[src/rtl/set_pkg.sv]
// Shared definitions for the lattice set counter.
//   - mode codes selecting the set expression over circles A, B, C
//   - FSM state encoding and the drain length
//   - width helpers for the point counter and the squared distance
//   - set_eval: maps the three membership bits and a mode to a hit bit
package set_pkg;

  localparam logic [2:0] MODE_A    = 3'd0;  // A
  localparam logic [2:0] MODE_AND  = 3'd1;  // A & B
  localparam logic [2:0] MODE_XOR  = 3'd2;  // A ^ B
  localparam logic [2:0] MODE_OR   = 3'd3;  // A | B
  localparam logic [2:0] MODE_DIFF = 3'd4;  // A & ~B
  localparam logic [2:0] MODE_TWO3 = 3'd5;  // exactly two of A, B, C

  typedef enum logic [1:0] {
    ST_IDLE  = 2'd0,
    ST_SCAN  = 2'd1,
    ST_DRAIN = 2'd2
  } state_t;

  // After the last point is issued, the issue, distance and compare
  // registers each need one edge to empty before the count is final.
  localparam logic [1:0] DRAIN_LAST = 2'd2;

  function automatic int cnt_width(input int grid_n);
    return $clog2(grid_n * grid_n + 1);
  endfunction

  // Squared distance of two COORD_W-bit points never exceeds 2*(2^W-1)^2.
  function automatic int d2_width(input int coord_w);
    return 2 * coord_w + 1;
  endfunction

  function automatic logic set_eval(input logic [2:0] mode,
                                    input logic in_a,
                                    input logic in_b,
                                    input logic in_c);
    logic hit;
    hit = 1'b0;
    case (mode)
      MODE_A:    hit = in_a;
      MODE_AND:  hit = in_a & in_b;
      MODE_XOR:  hit = in_a ^ in_b;
      MODE_OR:   hit = in_a | in_b;
      MODE_DIFF: hit = in_a & ~in_b;
      MODE_TWO3: hit = (in_a & in_b & ~in_c) | (in_a & ~in_b & in_c) |
                       (~in_a & in_b & in_c);
      default:   hit = 1'b0;  // reserved modes count nothing
    endcase
    return hit;
  endfunction

endpackage

[src/rtl/set_point_member.sv]
// Two-stage membership test of one lattice point against one circle.
//   Stage 1 registers d2 = (x-cx)^2 + (y-cy)^2 using signed differences.
//   Stage 2 registers in_k = (d2 <= r^2), boundary inclusive.
// Ports:
//   clk        rising-edge clock
//   x, y       lattice point being tested
//   cx, cy, r  circle centre and radius (unsigned)
//   in_k       registered membership bit, two edges after x/y
module set_point_member
  import set_pkg::*;
#(
  parameter int COORD_W = 4
) (
  input  logic               clk,
  input  logic [COORD_W-1:0] x,
  input  logic [COORD_W-1:0] y,
  input  logic [COORD_W-1:0] cx,
  input  logic [COORD_W-1:0] cy,
  input  logic [COORD_W-1:0] r,
  output logic               in_k
);

  localparam int D2_W = d2_width(COORD_W);

  logic signed [COORD_W:0] dx;
  logic signed [COORD_W:0] dy;
  logic signed [D2_W-1:0]  dx_ext;
  logic signed [D2_W-1:0]  dy_ext;
  logic        [D2_W-1:0]  r_ext;
  logic        [D2_W-1:0]  r_sq;
  logic        [D2_W-1:0]  d2_next;
  logic        [D2_W-1:0]  d2_reg;

  always_comb begin
    // Zero-extend before subtracting so off-lattice centres (0 or > GRID_N)
    // produce correct negative differences.
    dx      = $signed({1'b0, x}) - $signed({1'b0, cx});
    dy      = $signed({1'b0, y}) - $signed({1'b0, cy});
    dx_ext  = {{(D2_W-COORD_W-1){dx[COORD_W]}}, dx};
    dy_ext  = {{(D2_W-COORD_W-1){dy[COORD_W]}}, dy};
    d2_next = $unsigned(dx_ext * dx_ext) + $unsigned(dy_ext * dy_ext);
    r_ext   = {{(D2_W-COORD_W){1'b0}}, r};
    r_sq    = r_ext * r_ext;
  end

  always_ff @(posedge clk) begin
    d2_reg <= d2_next;
    in_k   <= (d2_reg <= r_sq);
  end

endmodule

[src/rtl/set_multi_counter.sv]
// Lattice set counter: scans a GRID_N x GRID_N lattice one point per cycle
// and counts the points satisfying the selected set expression over up to
// three circles.
// Ports:
//   clk        rising-edge clock
//   rst        synchronous active-high reset; aborts a scan in progress
//   en         start request, accepted only while busy = 0
//   central    {Ax,Ay,Bx,By,Cx,Cy}, MSB first, latched on accept
//   radius     {rA,rB,rC}, MSB first, latched on accept
//   mode       set expression code (see set_pkg), latched on accept
//   busy       scan in progress
//   valid      one-cycle strobe when candidate holds the final count
//   candidate  point count, held until the next accepted en
module set_multi_counter
  import set_pkg::*;
#(
  parameter  int COORD_W = 4,
  parameter  int GRID_N  = 8,
  parameter  int NCIRC   = 3,
  localparam int CNT_W   = cnt_width(GRID_N)
) (
  input  logic                       clk,
  input  logic                       rst,
  input  logic                       en,
  input  logic [2*COORD_W*NCIRC-1:0] central,
  input  logic [COORD_W*NCIRC-1:0]   radius,
  input  logic [2:0]                 mode,
  output logic                       busy,
  output logic                       valid,
  output logic [CNT_W-1:0]           candidate
);

  localparam logic [COORD_W-1:0] COORD_ONE = COORD_W'(1);
  localparam logic [COORD_W-1:0] GRID_MAX  = COORD_W'(GRID_N);

  state_t                     state_reg;
  logic [COORD_W-1:0]         x_reg;
  logic [COORD_W-1:0]         y_reg;
  logic [COORD_W-1:0]         pt_x_reg;
  logic [COORD_W-1:0]         pt_y_reg;
  logic                       pt_vld_reg;
  logic                       s1_vld_reg;
  logic                       s2_vld_reg;
  logic [1:0]                 drain_cnt_reg;
  logic [2*COORD_W*NCIRC-1:0] central_reg;
  logic [COORD_W*NCIRC-1:0]   radius_reg;
  logic [2:0]                 mode_reg;
  logic [2:0]                 in_vec;   // [0]=A, [1]=B, [2]=C
  logic                       hit;

  // One membership pipeline per circle; a missing circle C reads as empty.
  genvar gi;
  generate
    for (gi = 0; gi < 3; gi++) begin : g_circ
      if (gi < NCIRC) begin : g_live
        set_point_member #(
          .COORD_W(COORD_W)
        ) u_member (
          .clk (clk),
          .x   (pt_x_reg),
          .y   (pt_y_reg),
          .cx  (central_reg[(2*NCIRC-1-2*gi)*COORD_W +: COORD_W]),
          .cy  (central_reg[(2*NCIRC-2-2*gi)*COORD_W +: COORD_W]),
          .r   (radius_reg[(NCIRC-1-gi)*COORD_W +: COORD_W]),
          .in_k(in_vec[gi])
        );
      end else begin : g_empty
        assign in_vec[gi] = 1'b0;
      end
    end
  endgenerate

  assign hit = set_eval(mode_reg, in_vec[0], in_vec[1], in_vec[2]);

  always_ff @(posedge clk) begin
    if (rst) begin
      state_reg     <= ST_IDLE;
      x_reg         <= COORD_ONE;
      y_reg         <= COORD_ONE;
      pt_x_reg      <= COORD_ONE;
      pt_y_reg      <= COORD_ONE;
      pt_vld_reg    <= 1'b0;
      s1_vld_reg    <= 1'b0;
      s2_vld_reg    <= 1'b0;
      drain_cnt_reg <= 2'd0;
      central_reg   <= '0;
      radius_reg    <= '0;
      mode_reg      <= MODE_A;
      busy          <= 1'b0;
      valid         <= 1'b0;
      candidate     <= '0;
    end else begin
      valid      <= 1'b0;
      pt_vld_reg <= 1'b0;
      // Valid bits travel alongside the per-circle distance/compare stages.
      s1_vld_reg <= pt_vld_reg;
      s2_vld_reg <= s1_vld_reg;

      if (s2_vld_reg && hit) begin
        candidate <= candidate + CNT_W'(1);
      end

      case (state_reg)
        ST_IDLE: begin
          if (en) begin
            central_reg <= central;
            radius_reg  <= radius;
            mode_reg    <= mode;
            candidate   <= '0;
            busy        <= 1'b1;
            x_reg       <= COORD_ONE;
            y_reg       <= COORD_ONE;
            state_reg   <= ST_SCAN;
          end
        end

        ST_SCAN: begin
          pt_x_reg   <= x_reg;
          pt_y_reg   <= y_reg;
          pt_vld_reg <= 1'b1;
          if (y_reg == GRID_MAX) begin
            y_reg <= COORD_ONE;
            if (x_reg == GRID_MAX) begin
              x_reg         <= COORD_ONE;
              drain_cnt_reg <= 2'd0;
              state_reg     <= ST_DRAIN;
            end else begin
              x_reg <= x_reg + COORD_ONE;
            end
          end else begin
            y_reg <= y_reg + COORD_ONE;
          end
        end

        ST_DRAIN: begin
          drain_cnt_reg <= drain_cnt_reg + 2'd1;
          // The last point's increment lands on this same edge, so the
          // count is complete when valid becomes visible.
          if (drain_cnt_reg == DRAIN_LAST) begin
            busy      <= 1'b0;
            valid     <= 1'b1;
            state_reg <= ST_IDLE;
          end
        end

        default: state_reg <= ST_IDLE;
      endcase
    end
  end

endmodule
[config.mk]
export PLATFORM = sky130hd
export DESIGN_NAME = set_multi_counter
export DESIGN_NICKNAME = d
export VERILOG_FILES = /design/src/rtl/set_pkg.sv /design/src/rtl/set_point_member.sv /design/src/rtl/set_multi_counter.sv
export SDC_FILE = /design/constraint.sdc
export NUM_CORES = 1
export LEC_CHECK = 0
export ABC_CLOCK_PERIOD_IN_PS = 5300
export BUFFER_PORTS_ARGS = -buffer_cell sky130_fd_sc_hd__buf_2
export CORE_MARGIN = 5
export CORE_UTILIZATION = 43
export CTS_CLUSTER_SIZE = 24
export DETAILED_ROUTE_END_ITERATION = 8
export PLACE_DENSITY = 0.63
export SKIP_CTS_REPAIR_TIMING = 1
export SLEW_MARGIN = 10
export SYNTH_ARGS = -nofsm -noshare
export SYNTH_HDL_FRONTEND = slang
export SYNTH_HIERARCHICAL = 1
export SYNTH_SLANG_ARGS = --single-unit
[constraint.sdc]
create_clock -name clk -period 5.3 [get_ports clk]
set_clock_uncertainty 0.15 [all_clocks]
set_input_delay 0.53 -clock clk [delete_from_list [all_inputs] [get_ports clk]]
set_output_delay 0.53 -clock clk [all_outputs]
set_load 0.1 [all_outputs]
==> results of run 1 <==
-- power breakdown --
group          total, mW  switching, mW  internal [mW]
combinational       3.71           1.77           1.94
sequential          1.00         0.0639          0.936
clock              0.719          0.336          0.383
-- critical path, stage by stage (launching register included) --
cell and delay, ns:
dfxtp_2 0.34, inv_1 0.09, ha_1 0.15, inv_1 0.06
fa_2 0.34, a21o_1 0.19, a21oi_4 0.21, nor2b_4 0.19
inv_1 0.05, fa_1 0.51, fa_1 0.45, fa_1 0.59
fa_1 0.44, fa_2 0.37, xor2_2 0.19, xnor2_1 0.17
xnor3_1 0.28, xnor2_1 0.22, xnor2_1 0.14
-- per-stage QoR --
| step | TNS (ns) | power (mW) | area, um2 |
|---|---|---|---|
| after floorplan | -0.0200 | 3.58 | 9480 |
| after global placement | -0.313 | 4.26 | 10500 |
| after detailed placement | -0.630 | 4.36 | 10500 |
| after CTS | -0.816 | 5.11 | 10800 |
| after global routing | -0.319 | 6.05 | 11200 |
| final | 0 | 5.43 | 11200 |
-- final timing paths --
check	start	to	slack, ns	cells after the start
setup reg to reg	pt_x_reg[0]	g_circ[2].g_live.u_member/d2_reg[8]	0.09	18
hold reg to reg	g_circ[1].g_live.u_member/d2_reg[8]	g_circ[1].g_live.u_member/in_k	0.28	1
setup / recovery	pt_x_reg[0]	g_circ[2].g_live.u_member/d2_reg[8]	0.09	18
hold / removal	radius[7]	radius_reg[7]	0.25	3
-- cells by family after synthesis --
logic type | Yosys count | share of synthesized area [%]
fa+ha+maj | 229 | 38.5
compound gates | 156 | 10.0
simple gates | 300 | 15.7
buf+inv | 189 | 7.61
xor+xnor | 63 | 6.28
mux | 5 | 0.530
flops | 101 | 21.4
-- cells in the final DEF, fill, tap and decap left out, drive strengths merged, types with 2 or more instances in the layout --
cell     count
nand2b      27
nand3       10
nor3         7
a31o         3
nor2b       26
a2111oi      2
mux2i        5
ha         127
and2        28
or2          4
clkbuf       9
a21boi       3
nor3b        3
o21bai       4
dfxtp      101
nand3b       6
inv        173
nand4        3
buf        120
xnor2       51
clkinv       2
a31oi        2
a21oi       91
a21o        28
nor2        25
fa         102
xor2         9
o21ai       11
o31ai        3
or3          5
xnor3        3
a211o        2
and3         9
nand2      140
a211oi       3
-- metal layers --
layer  GRT usage, %  vias to the layer above  routed length, um
met3           2.35                       12                593
met2           25.8                       72               9060
met5              0                        -                  0
li1               -                     3551                  -
met1           21.9                     3295               9170
met4           3.01                        0                225
-- final cells by class --
class                   instances  area share (%)
clock buffers                   9            2.02
clock inverters                 7           0.875
inverters                     169            5.71
multi-input cells             753            63.0
flip-flops and latches        101            18.2
well taps                     280            3.14
repair buffers                120            7.09
==> results.cfg, run 1 <==
[run_status]
status = finished clean

[finish]
register_area_um2 = 2030
area_growth_pct = 18.2
fill_cells = 2018
nets = 1425
finalNonFillerCells = 1439
multi_input_area_um2 = 7020
largest_register_ffs = 27
drive_gt1_share_pct = 19.2
antenna_cells = 0
postLayoutCoreUtil_pct = 51.4

[critical_path]
cp-end-kind = register
worstSetupPathType = register to register
required_ns = 5.42
critPathMaxFanout = 6
timing.critical_path.from_type = register
cp.arrival_ns = 5.33

[sta]
fin_crit_sh_pct = 98.3
hold_viol = 0
relSlewSlack_pct = 28.8
grt_setup_unrepaired = yes
setup_slack_ns = 0.0915
final.min_clock_period_ns = 5.21
maxSlewViolCount = 0
fmax_mhz = 192
setup_violations = 0
tightest_slew_ns = 1.07
hold_ws_ns = 0.253

[power]
p_leak_nw = 5.24
vdd_drop_max_v = 0.000349
pwr_density_cell_nw_per_um2 = 487

[yosys]
yosys-top-cells-area = fa_1 22%, dfxtp_1 21%, ha_1 17%, inv_1 6.7%, nand2_1 5.6%
synthesis.area_um2 = 9440
synthTopCellsByCount = 169 x inv_1, 140 x nand2_1, 127 x ha_1, 102 x fa_1, 101 x dfxtp_1
synth_edf_count = 0
ys.flop_type = dfxtp_1
ys_async_sr_fraction_pct = 0
ys_warn_count = 6
synth_top_area_share_pct = 21.6
syn_area_per_cell_um2 = 9.05
synthCells = 1043
ys_ff_latch = 101
synth_most_common_cell = inv_1
yosysUniqueCellTypes = 48
synth_top_cell_by_area = fa_1
synth-seq-area-share_pct = 21.4
synth_fp_nets = 1314

[floorplanning]
die_x_um = 158
rows = 54
die_h_um = 158
pin_count = 51
start_util_pct = 43.5
fp.dieArea_um2 = 25000
core_area_um2 = 21700

[routing]
viasPerCell = 4.82
wl_mm = 19.0
dr.pass1.iters = 4
wl_per_cell_um = 13.2
drt_iter0_markers = 287
vias = 6930
drc_errors = 0
postRouteAntennaNets = 0

[place]
dp_slack_ns = -0.171
routabilityCongestion = 0.841
hpwl_mm = 15.0
dp_cells = 1416
io_buffers = 50

[global_route]
antenna_found_initial = 0
grt_max_degree = 71
grt_first_pass_wirelength_mm = 32.0
grt_pass1_vias = 6946
grt_use_total_pct = 15.6
overflow = 0

[clock_tree]
cts.sinks = 101
clk_pin_slew_worst_paths_ns = 0.08
htree_levels = 3
cts_tree = yes
cts_buffer_depth = 2
root_buffer = clkbuf_16
clock_latency_ns = 0.35
cts_made_buffers = 9

[min_path]
min_path_type = input port to register

[run]
maxCapViolations = 0
No activity file was read; power rests on OpenSTA's default activity.
==> inputs of run 2 (changes only) <==
ABC_AREA = 1   (was default)
==> run 2 against run 1 <==
- synthesized area up 5.0%
- register-to-register slack better by 0.07 ns
- hold slack better by 0.0061 ns
- routed wire length up 11%
- clock-buffer cell count unchanged
- non-clock buffer count up 2
- critical path depth up 3
- flip-flop and latch count unchanged
- global-route usage up 0.77 points
==> results.cfg, run 2 <==
[global_route]
overflow = 0
antenna_found_initial = 0
grt_max_degree = 45
grt_first_pass_wirelength_mm = 35.5
grt_use_total_pct = 16.4
grt_pass1_vias = 7686

[routing]
drt_iter0_markers = 336
vias = 7893
dr.pass1.iters = 5
wl_mm = 21.2
drc_errors = 0
wl_per_cell_um = 12.8
viasPerCell = 4.77
postRouteAntennaNets = 0

[yosys]
synth_top_area_share_pct = 20.6
synth_most_common_cell = inv_1
ys_async_sr_fraction_pct = 0
yosysUniqueCellTypes = 50
syn_area_per_cell_um2 = 7.94
ys_warn_count = 6
ys.flop_type = dfxtp_1
synth_fp_nets = 1519
synthTopCellsByCount = 263 x inv_1, 184 x nand2_1, 145 x nor2_1, 127 x ha_1, 102 x fa_1
yosys-top-cells-area = fa_1 21%, dfxtp_1 20%, ha_1 16%, inv_1 10%, nand2_1 7.0%
synthesis.area_um2 = 9910
ys_ff_latch = 101
synth_top_cell_by_area = fa_1
synthCells = 1248
synth_edf_count = 0
synth-seq-area-share_pct = 20.4

[floorplanning]
core_area_um2 = 22600
rows = 55
fp.dieArea_um2 = 26200
pin_count = 51
die_x_um = 162
start_util_pct = 43.8
die_h_um = 162

[critical_path]
worstSetupPathType = register to register
crit_start = pt_y_reg[0]
cp_slowest_stage_delay_ns = 0.57
reg2reg_from = pt_y_reg[0]
critPathMostFrequentCell = inv_1
required_ns = 5.41
cp-end-kind = register
cp_cell_sequence = inv_1 -> ha_2 -> inv_2 -> fa_2 -> inv_2 -> nor2_2 -> inv_1 -> fa_1 -> fa_2 -> fa_2 -> inv_1 -> fa_1 -> fa_1 -> ha_4 -> nand4_1 -> nand3_2 -> inv_2 -> nand3_2 -> nand3_1 -> nand2_1 -> inv_1
cp.arrival_ns = 5.25
critical-path-slowest-cell = fa_2
crit_buf_inv = 7
timing.critical_path.from_type = register
crit_family = adder cells
critPathMaxFanout = 4

[run]
maxCapViolations = 0

[min_path]
min_from = s1_vld_reg
min_path_type = register to register

[sta]
grt_setup_unrepaired = yes
fin_crit_sh_pct = 97.0
fmax_mhz = 195
final.min_clock_period_ns = 5.14
setup_violations = 0
hold_viol = 0
finalSetupTns_ns = 0
relSlewSlack_pct = 39.1
hold_ws_ns = 0.259
maxSlewViolCount = 0
tightest_slew_ns = 0.912

[finish]
drive_gt1_share_pct = 22.2
postLayoutCoreUtil_pct = 51.8
area_growth_pct = 18.2
fill_cells = 2163
antenna_cells = 0
register_area_um2 = 2030
multi_input_area_um2 = 7180
nets = 1637
final_common_cell = inv_1
layout_common_cells = 225 x inv_1, 179 x nand2_1, 130 x nor2_1, 111 x ha_1, 96 x dfxtp_1
largest_register_ffs = 27

[clock_tree]
htree_levels = 3
cts_tree = yes
root_buffer = clkbuf_16
cts_made_buffers = 9
clk_pin_slew_worst_paths_ns = 0.07
cts.sinks = 101
cts_buffer_depth = 2
clock_latency_ns = 0.36

[run_status]
status = finished clean

[place]
io_buffers = 50
hpwl_mm = 16.9
routabilityCongestion = 0.868
## run 2: logic make-up (layout without fill, tap and decap cells)
kind of cell / after synthesis / in the layout / share of synthesized area, %
buf+inv: 294 / 416 / 11.3
compound gates: 140 / 140 / 7.78
simple gates: 443 / 443 / 20.0
xor+xnor: 41 / 41 / 3.93
flops: 101 / 101 / 20.4
fa+ha+maj: 229 / 229 / 36.6
## run 2: cell type report
cell class	instances	share of cell area, %
Inverter	279	9.11
Timing Repair Buffer	122	6.84
Tap cell	285	3.04
Clock buffer	9	1.92
Clock inverter	6	0.491
Multi-Input combinational cell	853	61.2
Sequential cell	101	17.4
## run 2: path summary, 6_finish.rpt
kind	to	cells after the start	slack (ns)
max	g_circ[1].g_live.u_member/d2_reg[8]	21	0.16
min	s2_vld_reg	2	0.26
max reg2reg	g_circ[1].g_live.u_member/d2_reg[8]	21	0.16
min reg2reg	s2_vld_reg	2	0.26
## run 2: metal layers
metal  track usage (%)  routed length, um
met5                 0                  0
met4              3.88                227
met3              2.54                610
met2              27.6              10300
met1              22.3              10000
## run 2: worst register-to-register path, stage by stage (launching register included)
cell and delay (ns):
dfxtp_4 0.37, inv_1 0.06, ha_2 0.16, inv_2 0.04, fa_2 0.55, inv_2 0.08
nor2_2 0.17, inv_1 0.08, fa_1 0.53, fa_2 0.45, fa_2 0.57, inv_1 0.05
fa_1 0.46, fa_1 0.52, ha_4 0.30, nand4_1 0.12, nand3_2 0.11, inv_2 0.04
nand3_2 0.06, nand3_1 0.08, nand2_1 0.07, inv_1 0.03
## run 2: per-stage QoR
| stage | cell area (um2) | instances | worst slack [ns] |
|---|---|---|---|
| finish | 11700 | 1655 | 0.161 |
| global route | 11700 | 1655 | -0.0554 |
| CTS | 11200 | 1649 | -0.188 |
| detailed placement | 11000 | 1634 | -0.168 |
| global placement | 11000 | 1634 | -0.0713 |
| floorplan | 9930 | 1248 | 0.00991 |
Power of run 2 is not shown: default switching activity piles up to over one toggle a cycle in this logic, so the estimate is an artifact.
==> inputs of run 3 (changes only) <==
ABC_CLOCK_PERIOD_IN_PS = 5200   (was 5300)
BUFFER_PORTS_ARGS = default   (was -buffer_cell sky130_fd_sc_hd__buf_2)
CTS_CLUSTER_SIZE = 14   (was 24)
DONT_BUFFER_PORTS = 1   (was default)
PLACE_DENSITY = 0.59   (was 0.63)
clock period = 5.2 ns   (was 5.3 ns; I/O delays follow)
==> run 3 against run 2 <==
- utilization fell by 0.28 points
- sequential share of layout area increased by 0.093 points
- setup slack lost 0.075 ns
- final cell count decreased by 2.1%
- critical path type unchanged
- largest cell class unchanged
==> results.cfg, run 3 (synthesis results as in run 2) <==
[sta]
hold_viol = 0
fmax_mhz = 196
grt_setup_unrepaired = yes
tightest_slew_ns = 1.09
relSlewSlack_pct = 27.0
maxSlewViolCount = 0
fin_crit_sh_pct = 98.3
setup_violations = 0
final.min_clock_period_ns = 5.11

[routing]
drt_iter0_markers = 337
m1WireLength_mm = 10.0
drc_errors = 0
wl_met3_um = 501
wl_met2_mm = 10.3
postRouteAntennaNets = 0
viasPerCell = 4.75
top_layer = met4
wl_mm = 21.1
wl_per_cell_um = 13.0
dr.pass1.iters = 5
vias = 7692

[finish]
final_common_cell = inv_1
antenna_cells = 0
postLayoutCoreUtil_pct = 51.5
nets = 1602
largest_register_ffs = 27
fill_cells = 2122
area_growth_pct = 17.6
layout_common_cells = 236 x inv_1, 182 x nand2_1, 130 x nor2_1, 112 x ha_1, 92 x dfxtp_1
drive_gt1_share_pct = 19.7

[critical_path]
critPathMaxFanout = 4
critical-path-slowest-cell = fa_2
timing.critical_path.from_type = register
cp.arrival_ns = 5.23
required_ns = 5.31
cp-end-kind = register
cp_cell_sequence = inv_1 -> ha_1 -> inv_1 -> fa_2 -> xor2_2 -> inv_2 -> nor2_4 -> inv_2 -> fa_2 -> fa_1 -> fa_1 -> fa_1 -> fa_1 -> inv_1 -> ha_4 -> nand2_1 -> inv_1 -> nand4_1 -> nand3_2 -> inv_1 -> nand3_2 -> nand3_1 -> nand2_1 -> inv_1
worstSetupPathType = register to register
reg2reg_from = pt_x_reg[0]
crit_start = pt_x_reg[0]
cp_slowest_stage_delay_ns = 0.57
critPathMostFrequentCell = inv_1

[place]
io_buffers = 0
routabilityCongestion = 0.863
hpwl_mm = 17.1

[floorplanning]
core_area_um2 = 22600
fp.dieArea_um2 = 26200
rows = 55
die_h_um = 162
start_util_pct = 43.8
pin_count = 51
die_x_um = 162

[clock_tree]
clock_latency_ns = 0.36
clk_pin_slew_worst_paths_ns = 0.08
cts.sinks = 101
root_buffer = clkbuf_16
htree_levels = 3
cts_buffer_depth = 2
cts_made_buffers = 9
cts_tree = yes

[global_route]
grt_pass1_vias = 7686
grt_max_degree = 51
grt_use_total_pct = 16.6
antenna_found_initial = 0
overflow = 0
grt_first_pass_wirelength_mm = 35.8

[run]
maxCapViolations = 0

[min_path]
min_from = rst
min_path_type = input port to register

[run_status]
status = finished clean
[run 3: changes by cell type in the layout (fill, tap and decap cells not counted), moves of 3 or more]
cell,previous run,this run
dfxtp_2,3,9
inv_1,225,236
inv_2,45,33
nand2_2,15,10
nand2_1,179,182
clkinv_4,4,0
dfxtp_1,96,92
buf_2,50,0
buf_4,69,85
[run 3: layout make-up]
type,instances,area (um2),share of cell area [%]
sequential,101,2030,17.4
clock buffer,10,239,2.05
clock inverter,6,100,0.859
tap,285,357,3.06
multi-input combinational,853,7200,61.7
inverter,279,1070,9.18
timing repair buffer,87,661,5.67
[run 3: per-stage QoR]
| stage | worst slack, ns | std cells | instance area (um2) | hold WS, ns | TNS (ns) |
|---|---|---|---|---|---|
| final | 0.0860 | 1621 | 11700 | 0.0810 | 0 |
| after CTS | -0.218 | 1610 | 11200 | 0.0618 | -1.22 |
| after detailed placement | -0.204 | 1594 | 10800 | 0.244 | -1.04 |
| after global routing | -0.186 | 1621 | 11700 | 0.0671 | -0.610 |
| after global placement | -0.100 | 1594 | 10800 | 0.240 | -0.380 |
| after floorplan | 0.00714 | 1248 | 9970 | 0.218 | 0 |
[run 3: final timing paths]
check                                                      endpoint  cells past startpoint  slack [ns]
worst max-delay path            g_circ[1].g_live.u_member/d2_reg[8]                     24        0.09
worst min-delay path                                     s1_vld_reg                      1        0.08
worst max register to register  g_circ[1].g_live.u_member/d2_reg[8]                     24        0.09
worst min register to register                           s1_vld_reg                      2        0.25
[run 3: metal layers]
metal,vias up,GRT usage [%]
li1,4025,-
met1,3574,22.0
met2,73,28.2
met3,20,2.84
met4,0,3.96
met5,-,0
[run 3: worst max-delay path, delay by kind of cell (launching register included)]
kind,cells,cell delay (ns)
buffers and inverters,8,0.45
flip-flops,1,0.34
adder cells (fa/ha/maj),8,3.34
AND/OR/NAND/NOR,7,0.57
XOR/XNOR,1,0.17
Power of run 3 is left out for the same reason.
